`src/rtl/tpi_par_rx.sv`:
```
// Receive-side parallel handshake for the tri-port interface: synchronises the host DAV
// strobe, captures the port A byte into a first-word-fall-through FIFO and answers with ACK.
module tpi_par_rx #(
    parameter int DEPTH       = 8,
    parameter int SYNC_STAGES = 2
) (
    input  logic                     clock,
    input  logic                     _reset,
    input  logic [7:0]               pa_in,
    input  logic                     dav,
    output logic                     ack,
    output logic [7:0]               rx_data,
    output logic                     rx_valid,
    input  logic                     rx_ready,
    output logic [$clog2(DEPTH):0]   count,
    output logic                     proto_err,
    input  logic                     clr_err
);

    localparam int PW = $clog2(DEPTH);
    localparam int CW = PW + 1;

    typedef enum logic [1:0] {
        ST_IDLE       = 2'd0,
        ST_WAIT_SPACE = 2'd1,
        ST_ACKED      = 2'd2
    } state_t;

    logic [SYNC_STAGES-1:0] sync_r;
    logic                   dav_s;
    state_t                 state_r;
    logic                   ack_r;
    logic                   proto_err_r;
    logic [7:0]             mem_r [DEPTH];
    logic [PW-1:0]          wr_ptr_r;
    logic [PW-1:0]          rd_ptr_r;
    logic [CW-1:0]          count_r;
    logic                   full_s;
    logic                   push_s;
    logic                   pop_s;
    logic                   set_err_s;

    assign dav_s     = sync_r[SYNC_STAGES-1];
    assign full_s    = (count_r == CW'(DEPTH));
    assign pop_s     = (count_r != {CW{1'b0}}) && rx_ready;

    assign ack       = ack_r;
    assign proto_err = proto_err_r;
    assign count     = count_r;
    assign rx_valid  = (count_r != {CW{1'b0}});
    assign rx_data   = mem_r[rd_ptr_r];

    // Push and error-set decisions; full is judged on the pre-pop occupancy.
    always_comb begin
        push_s    = 1'b0;
        set_err_s = 1'b0;
        case (state_r)
            ST_IDLE: begin
                if (dav_s && !full_s) begin
                    push_s = 1'b1;
                end else begin
                    push_s = 1'b0;
                end
            end
            ST_WAIT_SPACE: begin
                if (!dav_s) begin
                    set_err_s = 1'b1;
                end else if (!full_s) begin
                    push_s = 1'b1;
                end else begin
                    push_s = 1'b0;
                end
            end
            default: begin
                push_s    = 1'b0;
                set_err_s = 1'b0;
            end
        endcase
    end

    // DAV synchroniser chain; raw dav is read nowhere else.
    always_ff @(posedge clock or negedge _reset) begin
        if (!_reset) begin
            sync_r <= {SYNC_STAGES{1'b0}};
        end else begin
            sync_r <= {sync_r[SYNC_STAGES-2:0], dav};
        end
    end

    // Handshake FSM with registered ack and sticky error flag.
    always_ff @(posedge clock or negedge _reset) begin
        if (!_reset) begin
            state_r     <= ST_IDLE;
            ack_r       <= 1'b0;
            proto_err_r <= 1'b0;
        end else begin
            case (state_r)
                ST_IDLE: begin
                    if (dav_s && !full_s) begin
                        ack_r   <= 1'b1;
                        state_r <= ST_ACKED;
                    end else if (dav_s) begin
                        ack_r   <= 1'b0;
                        state_r <= ST_WAIT_SPACE;
                    end else begin
                        ack_r   <= 1'b0;
                        state_r <= ST_IDLE;
                    end
                end
                ST_WAIT_SPACE: begin
                    if (!dav_s) begin
                        ack_r   <= 1'b0;
                        state_r <= ST_IDLE;
                    end else if (!full_s) begin
                        ack_r   <= 1'b1;
                        state_r <= ST_ACKED;
                    end else begin
                        ack_r   <= 1'b0;
                        state_r <= ST_WAIT_SPACE;
                    end
                end
                ST_ACKED: begin
                    if (!dav_s) begin
                        ack_r   <= 1'b0;
                        state_r <= ST_IDLE;
                    end else begin
                        ack_r   <= 1'b1;
                        state_r <= ST_ACKED;
                    end
                end
                default: begin
                    ack_r   <= 1'b0;
                    state_r <= ST_IDLE;
                end
            endcase

            // A new abort outranks a same-cycle clear.
            if (set_err_s) begin
                proto_err_r <= 1'b1;
            end else if (clr_err) begin
                proto_err_r <= 1'b0;
            end else begin
                proto_err_r <= proto_err_r;
            end
        end
    end

    // FIFO storage and pointers; pointer widths make the wrap modulo DEPTH.
    always_ff @(posedge clock or negedge _reset) begin
        if (!_reset) begin
            for (int i = 0; i < DEPTH; i++) begin
                mem_r[i] <= 8'h00;
            end
            wr_ptr_r <= {PW{1'b0}};
            rd_ptr_r <= {PW{1'b0}};
        end else begin
            if (push_s) begin
                mem_r[wr_ptr_r] <= pa_in;
                wr_ptr_r        <= wr_ptr_r + {{(PW-1){1'b0}}, 1'b1};
            end else begin
                wr_ptr_r <= wr_ptr_r;
            end
            if (pop_s) begin
                rd_ptr_r <= rd_ptr_r + {{(PW-1){1'b0}}, 1'b1};
            end else begin
                rd_ptr_r <= rd_ptr_r;
            end
        end
    end

    // Occupancy counter; a simultaneous push and pop leaves it unchanged.
    always_ff @(posedge clock or negedge _reset) begin
        if (!_reset) begin
            count_r <= {CW{1'b0}};
        end else begin
            case ({push_s, pop_s})
                2'b10:   count_r <= count_r + {{(CW-1){1'b0}}, 1'b1};
                2'b01:   count_r <= count_r - {{(CW-1){1'b0}}, 1'b1};
                default: count_r <= count_r;
            endcase
        end
    end

endmodule
```
`config.mk`:
```
export PLATFORM = sky130hd
export DESIGN_NAME = tpi_par_rx
export DESIGN_NICKNAME = d
export VERILOG_FILES = /design/src/rtl/tpi_par_rx.sv
export SDC_FILE = /design/constraint.sdc
export NUM_CORES = 1
export LEC_CHECK = 0
export BUFFER_PORTS_ARGS = -buffer_cell sky130_fd_sc_hd__clkbuf_2
export CAP_MARGIN = 20
export CORE_ASPECT_RATIO = 1.1
export CORE_MARGIN = 2
export CORE_UTILIZATION = 40
export DETAILED_ROUTE_END_ITERATION = 8
export RECOVER_POWER = 25
export SLEW_MARGIN = 20
export SYNTH_ARGS = -nofsm -noshare
export SYNTH_HDL_FRONTEND = slang
export SYNTH_SLANG_ARGS = --single-unit
```
`constraint.sdc`:
```
create_clock -name clock -period 2.4 [get_ports clock]
set_clock_uncertainty 0.05 [all_clocks]
set_input_delay 0.24 -clock clock [delete_from_list [all_inputs] [get_ports clock]]
set_output_delay 0.24 -clock clock [all_outputs]
set_load 0.03 [all_outputs]
```
== Yosys cells after proc, flatten, opt, wreduce, memory -nomap -nowiden ==
Cells that the tools add are included.

* Register bits: 80
* Bits of input ports: 13
* Output and inout port bits: 15
* Logic and storage cells: 60

* Add/sub/neg operators: 4
* $lt $le $gt $ge: 3
* Equal/unequal tests: 5
* Muxes and demuxes: 23
* Bitwise gates (word level): 2
* Reduce and logical (&&, ||, !) cells: 8

{| class="wikitable"
|+ Operators by type and width
! cell !! number
|-
| 64-bit bitwise mux || 1
|-
| 8-bit binary-select mux with 3-bit select || 1
|-
| 8-bit demux with 3-bit select || 1
|-
| 8-bit 2-to-1 mux || 3
|-
| 1-bit 2-to-1 mux || 9
|-
| 4-bit greater-or-equal comparator, second input constant || 2
|-
| 2-bit 2-to-1 mux || 4
|-
| 3-bit inverter with 4-bit output || 2
|-
| 4-bit case mux with 2 select lines || 1
|-
| 3-bit by 1-bit adder with 3-bit output, second input constant || 2
|-
| 2-bit case mux with 3 select lines || 1
|-
| 4-bit by 1-bit adder with 4-bit output, second input constant || 1
|-
| 2-bit by 1-bit equality test with 1-bit output, second input constant || 2
|-
| 2-bit equality test, second input constant || 2
|-
| 4-bit equality test, second input constant || 1
|-
| 4-bit by 1-bit < comparator with 1-bit output, second input constant || 1
|-
| 2-bit nonzero test || 2
|-
| 4-bit nonzero test || 1
|-
| 4-bit by 1-bit subtractor with 4-bit output, second input constant || 1
|-
| 1-bit logical AND || 3
|-
| 1-bit case mux with 3 select lines || 1
|-
| 2-bit zero test || 1
|-
| 1-bit case mux with 2 select lines || 1
|-
| 1-bit zero test || 1
|}

== Longest topological paths before layout ==
Gate-level depths: netlist of run 1.

* Depth after elaboration: 7
* Mapped depth: 10
* Depth with buffers taken out: 10

== Least setup slack after synthesis of run 1 ==
Ideal clock, no wire load.

* Path type: register -> register
* Start: register count_r[2], in the netlist count[2]
* End: register count_r[2], in the netlist count[2]
* Setup time: 0.139 ns
* Arrival: 2.598 ns
* Required time: 2.211 ns
* Slack: -0.387 ns
* Stages on the path, launching flop included: 11
* Buffers on the path: 0
* Clock period less this slack: 2.787 ns
* Cells stage by stage: dfrtp_1 > or4_1 > nand2_1 > inv_1 > ha_1 > xor2_1 > ha_1 > a21oi_1 > xor2_1 > nor2_1 > xor2_1

* Elaborated cells on any way between the ends: 15
* Those cells by class: add/sub: 2; eq/ne: 3; mux: 5; reduce/logical: 5

{| class="wikitable"
|+ RTL lines
! item !! RTL line !! source
|-
| from (decl) || 37 || <nowiki>logic [CW-1:0] count_r;</nowiki>
|-
| from (signal assigned) || 174 || <nowiki>count_r <= {CW{1'b0}};</nowiki>
|-
| from (signal assigned) || 177 || <nowiki>2'b10: count_r <= count_r + {{(CW-1){1'b0}}, 1'b1};</nowiki>
|-
| from (signal assigned) || 178 || <nowiki>2'b01: count_r <= count_r - {{(CW-1){1'b0}}, 1'b1};</nowiki>
|-
| 4-bit nonzero test (*) || n/a ||
|-
| named net rx_valid || 13 || <nowiki>output logic rx_valid,</nowiki>
|-
| 1-bit logical AND (*) || 45 || <nowiki>assign pop_s = (count_r != {CW{1'b0}}) && rx_ready;</nowiki>
|-
| named net pop_s || 40 || <nowiki>logic pop_s;</nowiki>
|-
| 2-bit by 1-bit equality test with 1-bit output or 2-bit equality test (tied branches) || 176 || <nowiki>case ({push_s, pop_s})</nowiki>
|-
| 4-bit case mux with 2 select lines or 2-bit nonzero test (tied branches) || n/a ||
|}

The timed path passes the listed nets; every way through them passes the cells marked *.
A chain may end at the register's enable or synchronous reset.

== Worst setup path in the final report of run 1 ==
* Start: register count_r[2], in the netlist count[2]
* End: register count_r[2], in the netlist count[2]

* Elaborated cells on any way between the ends: 15
* Those cells by class: add/sub: 2; eq/ne: 3; mux: 5; reduce/logical: 5

{| class="wikitable"
|+ RTL lines
! item !! RTL line
|-
| 4-bit nonzero test (*) || 45
|-
| 1-bit logical AND (*) || 45
|-
| named net pop_s || 40
|-
| 2-bit by 1-bit equality test with 1-bit output or 2-bit equality test (tied branches) || 176
|-
| 4-bit case mux with 2 select lines or 2-bit nonzero test (tied branches) || n/a
|}

Marked as above.

==> qor.csv, run 1 <==
stage,metric,value,unit
min_path,Hold Crit Class,in -> reg,
yosys,number of synthesized flops with an enable pin,0,
power_and_ir_drop,Clock power frac,17.7,%
yosys,distinct cell type count after synthesis,31,
yosys,Post-Syn Nets,245,
sta,RSZ-0062 raised after global routing,false,
grt,largest net degree at the start of global routing,44,
routing,routed len/inst,17.7,um
yosys,post-synth top area share,54.0,%
worst_setup_path,peak fanout along the critical path,5,
clocking,clk root buf,clkbuf_8,
clocking,Clock Tree Buf Depth,2,
min_path,min-delay src,clr_err,
yosys,Main synth FF type,dfrtp_1,
sta,Max Clock Freq,0.436,GHz
clocking,H-tree depth,3,
grt,gr ovfl total,0,
placed_design,PortBufs,27,
grt,vias in the first global route,2142,
worst_setup_path,critical path arrival,2470,ps
sta,Tightest Pin Transition,928,ps
yosys,Mapped Cells,227,
sta,final hold slack,43.4,ps
yosys,Mean Syn Cell Area,16.1,um2
finish,Area growth syn-to-layout,17.1,%
finish,ANT cells,0,
yosys,Synth async-reset ratio,100,%
yosys,simple-gate portion of the synthesized area,5.57,%
worst_setup_path,Critical Path Start,count[2]$_DFFE_PN0P_,
routing,final WL,6910,um
power_and_ir_drop,peak supply drop,0.681,mV
clocking,CTS tree,built,
floorplanning,I/O pin cnt,28,
finish,layout cell share with drive strength beyond 1,59.9,%
sta,post-route minimum period,2300,ps
finish,nets,290,
job,Max-Cap Viols,0,
routing,Vias,2011,
grt,first-pass GRT wire length,11400,um
yosys,largest family of logic cells by synthesized area,multiplexers,
worst_setup_path,CP Launch Type,flop,
routing,initial DRC count,79,
floorplanning,full die area,0.00993,mm2
clocking,Clock Latency Late Sink,350,ps
routing,Antenna Nets Post-Route,0,
worst_setup_path,"Req. time, crit path",2570,ps
sta,Relative slew margins,38.1,%
power_and_ir_drop,Leakage,1.89,nW
floorplanning,Die W,95.2,um
clocking,CTS Buf Count,9,
worst_setup_path,crit end category,flop,
power_and_ir_drop,switching part of the total,34.2,%
routing,post-DR vias/cell,5.14,
yosys,sequential cell area fraction in the yosys report,54.0,%
worst_setup_path,Worst R2R Start,count[2]$_DFFE_PN0P_,
yosys,synthesized area,0.00366,mm2
floorplanning,Starting Density,41.2,%
sta,setup TNS after final layout,0,ps
power_and_ir_drop,P_sw,0.00209,W
placed_design,RD Place Congestion,0.745,
floorplanning,row count,36,
power_and_ir_drop,Cell Int Power,0.00401,W
yosys,proportion of synthesized area in mux cells,34.0,%
run_status,status,completed,
worst_setup_path,CP Class,reg -> reg,
sta,ratio of final minimum period to clock period,95.7,%
sta,fin. max-slew vios,0,
power_and_ir_drop,Power Density,1420,mW/mm2
grt,overall routing resource usage,15.7,%
floorplanning,Core Area,0.00887,mm2
grt,initial antenna violation count,0,
yosys,largest area contributor in the netlist,dfrtp_1,
sta,# setup viols final,0,
power_and_ir_drop,Flop pwr share,38.6,%
yosys,Yosys reg bits,79,
yosys,synth top area cells,"dfrtp_1, mux2_2, mux4_2",
worst_setup_path,"reg-to-reg slack, setup",100,ps
placed_design,Detail Placement HPWL,4570,um
routing,DR pass1 iterations,4,
yosys,Synth Area in XOR/XNOR,2.15,%
clocking,CTS sink count,79,
sta,"Hold Violations, Final",0,
finish,number of fill cells,772,
yosys,Synth Area in Compound Gates,0.821,%
finish,most frequent cells in the layout,"dfrtp_1, mux2_2, clkbuf_2",
clocking,Worst-path clk slew,70,ps
finish,"most common cell after layout, fill and taps aside",dfrtp_1,
floorplanning,die height,104,um
routing,# DRC,0,
power_and_ir_drop,combinational power share,43.7,%
yosys,post-synthesis adder-cell area fraction,1.71,%
yosys,Yosys warning total,0,
-- flip-flops by register name, summed over array words and instances (netlist names) --
name,flops
mem_r,64
count,4
wr_ptr_r,3
proto_err,1
rd_ptr_r,3
sync_r,2
state_r,1
ack,1
-- worst paths after layout --
path | to | cells after the start
max | count[2]$_DFFE_PN0P_ | 10
min | proto_err$_DFFE_PN0P_ | 2
max reg2reg | count[2]$_DFFE_PN0P_ | 10
min reg2reg | sync_r[1]$_DFF_PN0_ | 0
max in group asynchronous | rd_ptr_r[1]$_DFFE_PN0P_ | 3
min in group asynchronous | mem_r[61]$_DFFE_PN0P_ | 2
-- critical path, stage by stage, from the launching register on --
cell     delay, ps
dfrtp_2        420
or4_4          570
nand2_4        100
inv_2           50
ha_4           170
xor2_1         160
ha_2           170
a21oi_2        110
xor2_1         160
nor2_1          70
xor2_1         140
-- layer usage --
metal / global-route usage, % / vias up / routed length, um / share of wire [%]
met1: 22.1 / 1036 / 3260 / 47
li1: - / 934 / - / -
met2: 23.4 / 31 / 3320 / 48
met4: 6.11 / 0 / 106 / 1.5
met5: 0 / - / 0 / 0
met3: 3.62 / 10 / 226 / 3.3
-- power groups by stage --
stage / registers, W / clock network [W] / logic, W
floorplan: 0.00230 / 0 / 0.00207
global placement: 0.00237 / 0 / 0.00263
detailed placement: 0.00240 / 0 / 0.00267
CTS: 0.00237 / 0.00111 / 0.00268
global route: 0.00245 / 0.00118 / 0.00289
finish: 0.00235 / 0.00108 / 0.00266
-- logic make-up (layout without fill, tap and decap cells) --
family / Yosys count / count (layout)
compound gates: 5 / 5
xor+xnor: 9 / 9
fa+ha+maj: 5 / 5
buf+inv: 13 / 63
flops: 79 / 79
mux: 92 / 92
simple gates: 24 / 24
-- Yosys cell counts, types with 2 or more instances --
cell and count:
a21oi_1 2, buf_1 2, buf_2 4, clkbuf_1 3
dfrtp_1 79, ha_1 5, inv_1 3, mux2_2 67
mux2_4 8, mux4_2 16, nand2_1 4, nor2_1 3
nor3_2 2, nor3b_2 2, o21ai_0 2, or4_1 2
or4b_1 2, xnor2_1 4, xor2_1 5
-- layout make-up --
type	count	area, um2	area share (%)
Sequential cell	79	1980	46.2
Multi-Input combinational cell	135	1650	38.5
Timing Repair Buffer	44	280	6.54
Tap cell	114	143	3.33
Clock buffer	9	124	2.89
Clock inverter	7	96.3	2.25
Inverter	3	11.3	0.263
-- what timing repair did --
item                                    in CTS  in global routing
endpoints found under the setup margin       0                  1
hold buffers                                 2                  0
resized for setup                            0                  0
setup buffers                                0                  2
endpoints found under the hold margin       37                  0
-- metrics by stage --
step / worst slack [ps] / total power [W] / instance area (um2) / cells / util (%)
2_1_floorplan: 4.82 / 0.00437 / 3690 / 227 / -
3_3_place_gp: 123 / 0.00500 / 4040 / 371 / 45.6
3_5_place_dp: 90.1 / 0.00506 / 4040 / 371 / 45.6
4_1_cts: 72.9 / 0.00616 / 4280 / 389 / 48.3
5_1_grt: 15.9 / 0.00651 / 4280 / 391 / 48.3
6_report: 104 / 0.00610 / 4280 / 391 / 48.3
Note: power is estimated with default switching activity, not from simulation.
==> inputs of run 2 (changes only) <==
Settings changed: CTS_BUF_LIST set to sky130_fd_sc_hd__clkbuf_16.
==> run 2 against run 1 <==
  * Largest power group unchanged
  * Via count down 0.15%
  * Die area unchanged
  * Sequential share of layout area down 0.94 points
  * Cell count down 0.51%
  * Core utilization up 1.0 points
  * Fmax down 0.74%
  * Sequential cell count unchanged
  * Combinational power about the same
  * Critical path depth unchanged
  * Count of clock-buffer cells in the layout unchanged
  * Critical endpoint unchanged
==> qor.csv, run 2 (synthesis gave the netlist of run 1 again) <==
stage,metric,value,unit,change
finish,Reg area,0.00198,mm2,unchanged
power_and_ir_drop,peak supply drop,0.663,mV,was 0.681 mV
clocking,H-tree depth,3,,unchanged
clocking,Clock Latency Late Sink,330,ps,was 350 ps
grt,first-pass GRT wire length,11500,um,was 11400 um
sta,final hold slack,65.4,ps,was 43.4 ps
sta,"Hold Violations, Final",0,,unchanged
sta,post-route minimum period,2310,ps,was 2300 ps
worst_setup_path,Worst R2R Start,count[2]$_DFFE_PN0P_,,unchanged
power_and_ir_drop,P_sw,0.00212,W,was 0.00209 W
placed_design,Area after DPL,0.00404,mm2,unchanged
floorplanning,Starting Density,41.2,%,unchanged
floorplanning,die height,104,um,unchanged
clocking,clk root buf,clkbuf_16,,was clkbuf_8
clocking,CTS tree,built,,unchanged
grt,largest net degree at the start of global routing,44,,unchanged
finish,final std cells w/o fill,389,,was 391
min_path,hold path cells,2,,unchanged
finish,multi-input logic area,0.00165,mm2,about the same
worst_setup_path,peak fanout along the critical path,6,,was 5
min_path,Hold Crit Class,in -> reg,,unchanged
power_and_ir_drop,Cell Int Power,0.00432,W,was 0.00401 W
floorplanning,Core Area,0.00887,mm2,unchanged
floorplanning,Die W,95.2,um,unchanged
routing,post-DR vias/cell,5.16,,was 5.14
finish,most frequent cells in the layout,"dfrtp_1, mux2_2, clkbuf_2",,unchanged
routing,max layer used,met4,,unchanged
sta,setup TNS after final layout,0,ps,unchanged
worst_setup_path,largest stage delay on the critical path,580,ps,was 570 ps
finish,nets,288,,was 290
placed_design,PortBufs,27,,unchanged
power_and_ir_drop,combinational power share,40.9,%,was 43.7%
sta,fin. max-slew vios,0,,unchanged
worst_setup_path,critical path arrival,2460,ps,was 2470 ps
routing,Vias,2008,,was 2011
finish,number of fill cells,761,,was 772
clocking,Clock Tree Buf Depth,2,,unchanged
sta,RSZ-0062 raised after global routing,false,,unchanged
routing,M1 wire length,3260,um,unchanged
clocking,CTS sink count,79,,unchanged
routing,Antenna Nets Post-Route,0,,unchanged
grt,initial antenna violation count,0,,unchanged
worst_setup_path,CP Launch Type,flop,,unchanged
finish,"Design Area, Final",0.00437,mm2,was 0.00428 mm2
worst_setup_path,Crit-path slowest cell,or4_4,,unchanged
sta,ratio of final minimum period to clock period,96.4,%,was 95.7%
min_path,min-delay src,clr_err,,unchanged
routing,met2 WL post-DR,3350,um,was 3320 um
grt,overall routing resource usage,15.7,%,about the same
finish,Area growth syn-to-layout,19.5,%,was 17.1%
finish,Biggest register,mem_r,,unchanged
clocking,Post-CTS Setup Repair Bufs,0,,unchanged
power_and_ir_drop,Flop pwr share,36.7,%,was 38.6%
grt,vias in the first global route,2132,,was 2142
finish,ANT cells,0,,unchanged
sta,# setup viols final,0,,unchanged
floorplanning,full die area,0.00993,mm2,unchanged
worst_setup_path,Worst path most repeated cell,xor2_1,,unchanged
power_and_ir_drop,Power Density,1470,mW/mm2,was 1420 mW/mm2
worst_setup_path,"Req. time, crit path",2550,ps,was 2570 ps
grt,gr ovfl total,0,,unchanged
routing,final WL,6870,um,was 6910 um
clocking,CTS Buf Count,9,,unchanged
power_and_ir_drop,Leakage,1.93,nW,was 1.89 nW
worst_setup_path,R2R cell count,10,,unchanged
sta,Tightest Pin Transition,933,ps,was 928 ps
finish,"most common cell after layout, fill and taps aside",dfrtp_1,,unchanged
routing,initial DRC count,78,,was 79
routing,DR pass1 iterations,4,,unchanged
worst_setup_path,"reg-to-reg slack, setup",90,ps,was 100 ps
sta,Relative slew margins,37.8,%,was 38.1%
placed_design,placed insts,371,,unchanged
worst_setup_path,CP Cell Sequence,"or4_4, nand2_4, inv_2, ha_4, xor2_1, ha_2, a21oi_2, xor2_1, nor2_1, xor2_1",,unchanged
finish,max FFs per register,64,,unchanged
routing,routed len/inst,17.7,um,about the same
clocking,Worst-path clk slew,50,ps,was 70 ps
floorplanning,row count,36,,unchanged
min_path,hold endpoint,proto_err$_DFFE_PN0P_,,unchanged
worst_setup_path,crit end category,flop,,unchanged
run_status,status,completed,,unchanged
power_and_ir_drop,Clock power frac,22.4,%,was 17.7%
worst_setup_path,worst r2r dst,count[2]$_DFFE_PN0P_,,unchanged
power_and_ir_drop,switching part of the total,33.0,%,was 34.2%
floorplanning,I/O pin cnt,28,,unchanged
finish,layout cell share with drive strength beyond 1,60.0,%,was 59.9%
routing,Detail Route met3 WL,213,um,was 226 um
placed_design,Detail Placement HPWL,4570,um,unchanged
routing,# DRC,0,,unchanged
sta,Max Clock Freq,0.432,GHz,was 0.436 GHz
worst_setup_path,CP Class,reg -> reg,,unchanged
job,Max-Cap Viols,0,,unchanged
placed_design,RD Place Congestion,0.745,,unchanged
run 2: how the worst max path moves through the flow:
stage	startpoint	end	slack (ps)	cells after the start
global route	count[2]$_DFFE_PN0P_	count[2]$_DFFE_PN0P_	10	10
CTS	count[2]$_DFFE_PN0P_	count[2]$_DFFE_PN0P_	80	10
detailed placement	count[2]$_DFFE_PN0P_	count[2]$_DFFE_PN0P_	90	10
finish	count[2]$_DFFE_PN0P_	count[2]$_DFFE_PN0P_	90	10
global placement	count[2]$_DFFE_PN0P_	count[3]$_DFFE_PN0P_	120	8
floorplan	count[2]$_DFFE_PN0P_	count[2]$_DFFE_PN0P_	5	10
run 2: area by class of cell:
cell class | instances | share of cell area [%]
repair buffers | 42 | 6.07
flip-flops and latches | 79 | 45.3
inverters | 3 | 0.258
clock inverters | 7 | 2.20
clock buffers | 9 | 5.15
well taps | 114 | 3.26
multi-input cells | 135 | 37.8
run 2: routing by layer:
metal / vias up / GRT usage, %
li1: 932 / -
met1: 1040 / 22.1
met2: 32 / 23.6
met3: 4 / 4.06
met4: 0 / 4.76
met5: - / 0
run 2: timing repair:
| item | 4_1_cts | 5_1_grt |
|---|---|---|
| setup endpoints to repair | 0 | 1 |
| endpoints found under the hold margin | 37 | 0 |
| hold buffers | 2 | 0 |
| gates resized for setup | 0 | 1 |
run 2: stage by stage:
step / worst slack [ps] / total power [W] / util, %
finish: 87.3 / 0.00644 / 49.3
CTS: 75.5 / 0.00653 / 49.4
floorplan: 4.82 / 0.00437 / -
global placement: 123 / 0.00500 / 45.6
global route: 10.0 / 0.00686 / 49.3
detailed placement: 90.1 / 0.00506 / 45.6
run 2: power groups by stage:
stage / registers [W] / clock network, W / logic [W]
after floorplan: 0.00230 / 0 / 0.00207
after global placement: 0.00237 / 0 / 0.00263
after detailed placement: 0.00240 / 0 / 0.00267
after CTS: 0.00237 / 0.00148 / 0.00268
after global routing: 0.00246 / 0.00155 / 0.00286
final: 0.00237 / 0.00144 / 0.00263
run 2: critical path: cells and delay by family (launching register included):
kind / cells / cell delay, ps
AO/OA/AOI/OAI: 1 / 110
buffers and inverters: 1 / 50
XOR/XNOR: 3 / 460
AND/OR/NAND/NOR: 3 / 750
flip-flops: 1 / 440
adder cells (fa/ha/maj): 2 / 340
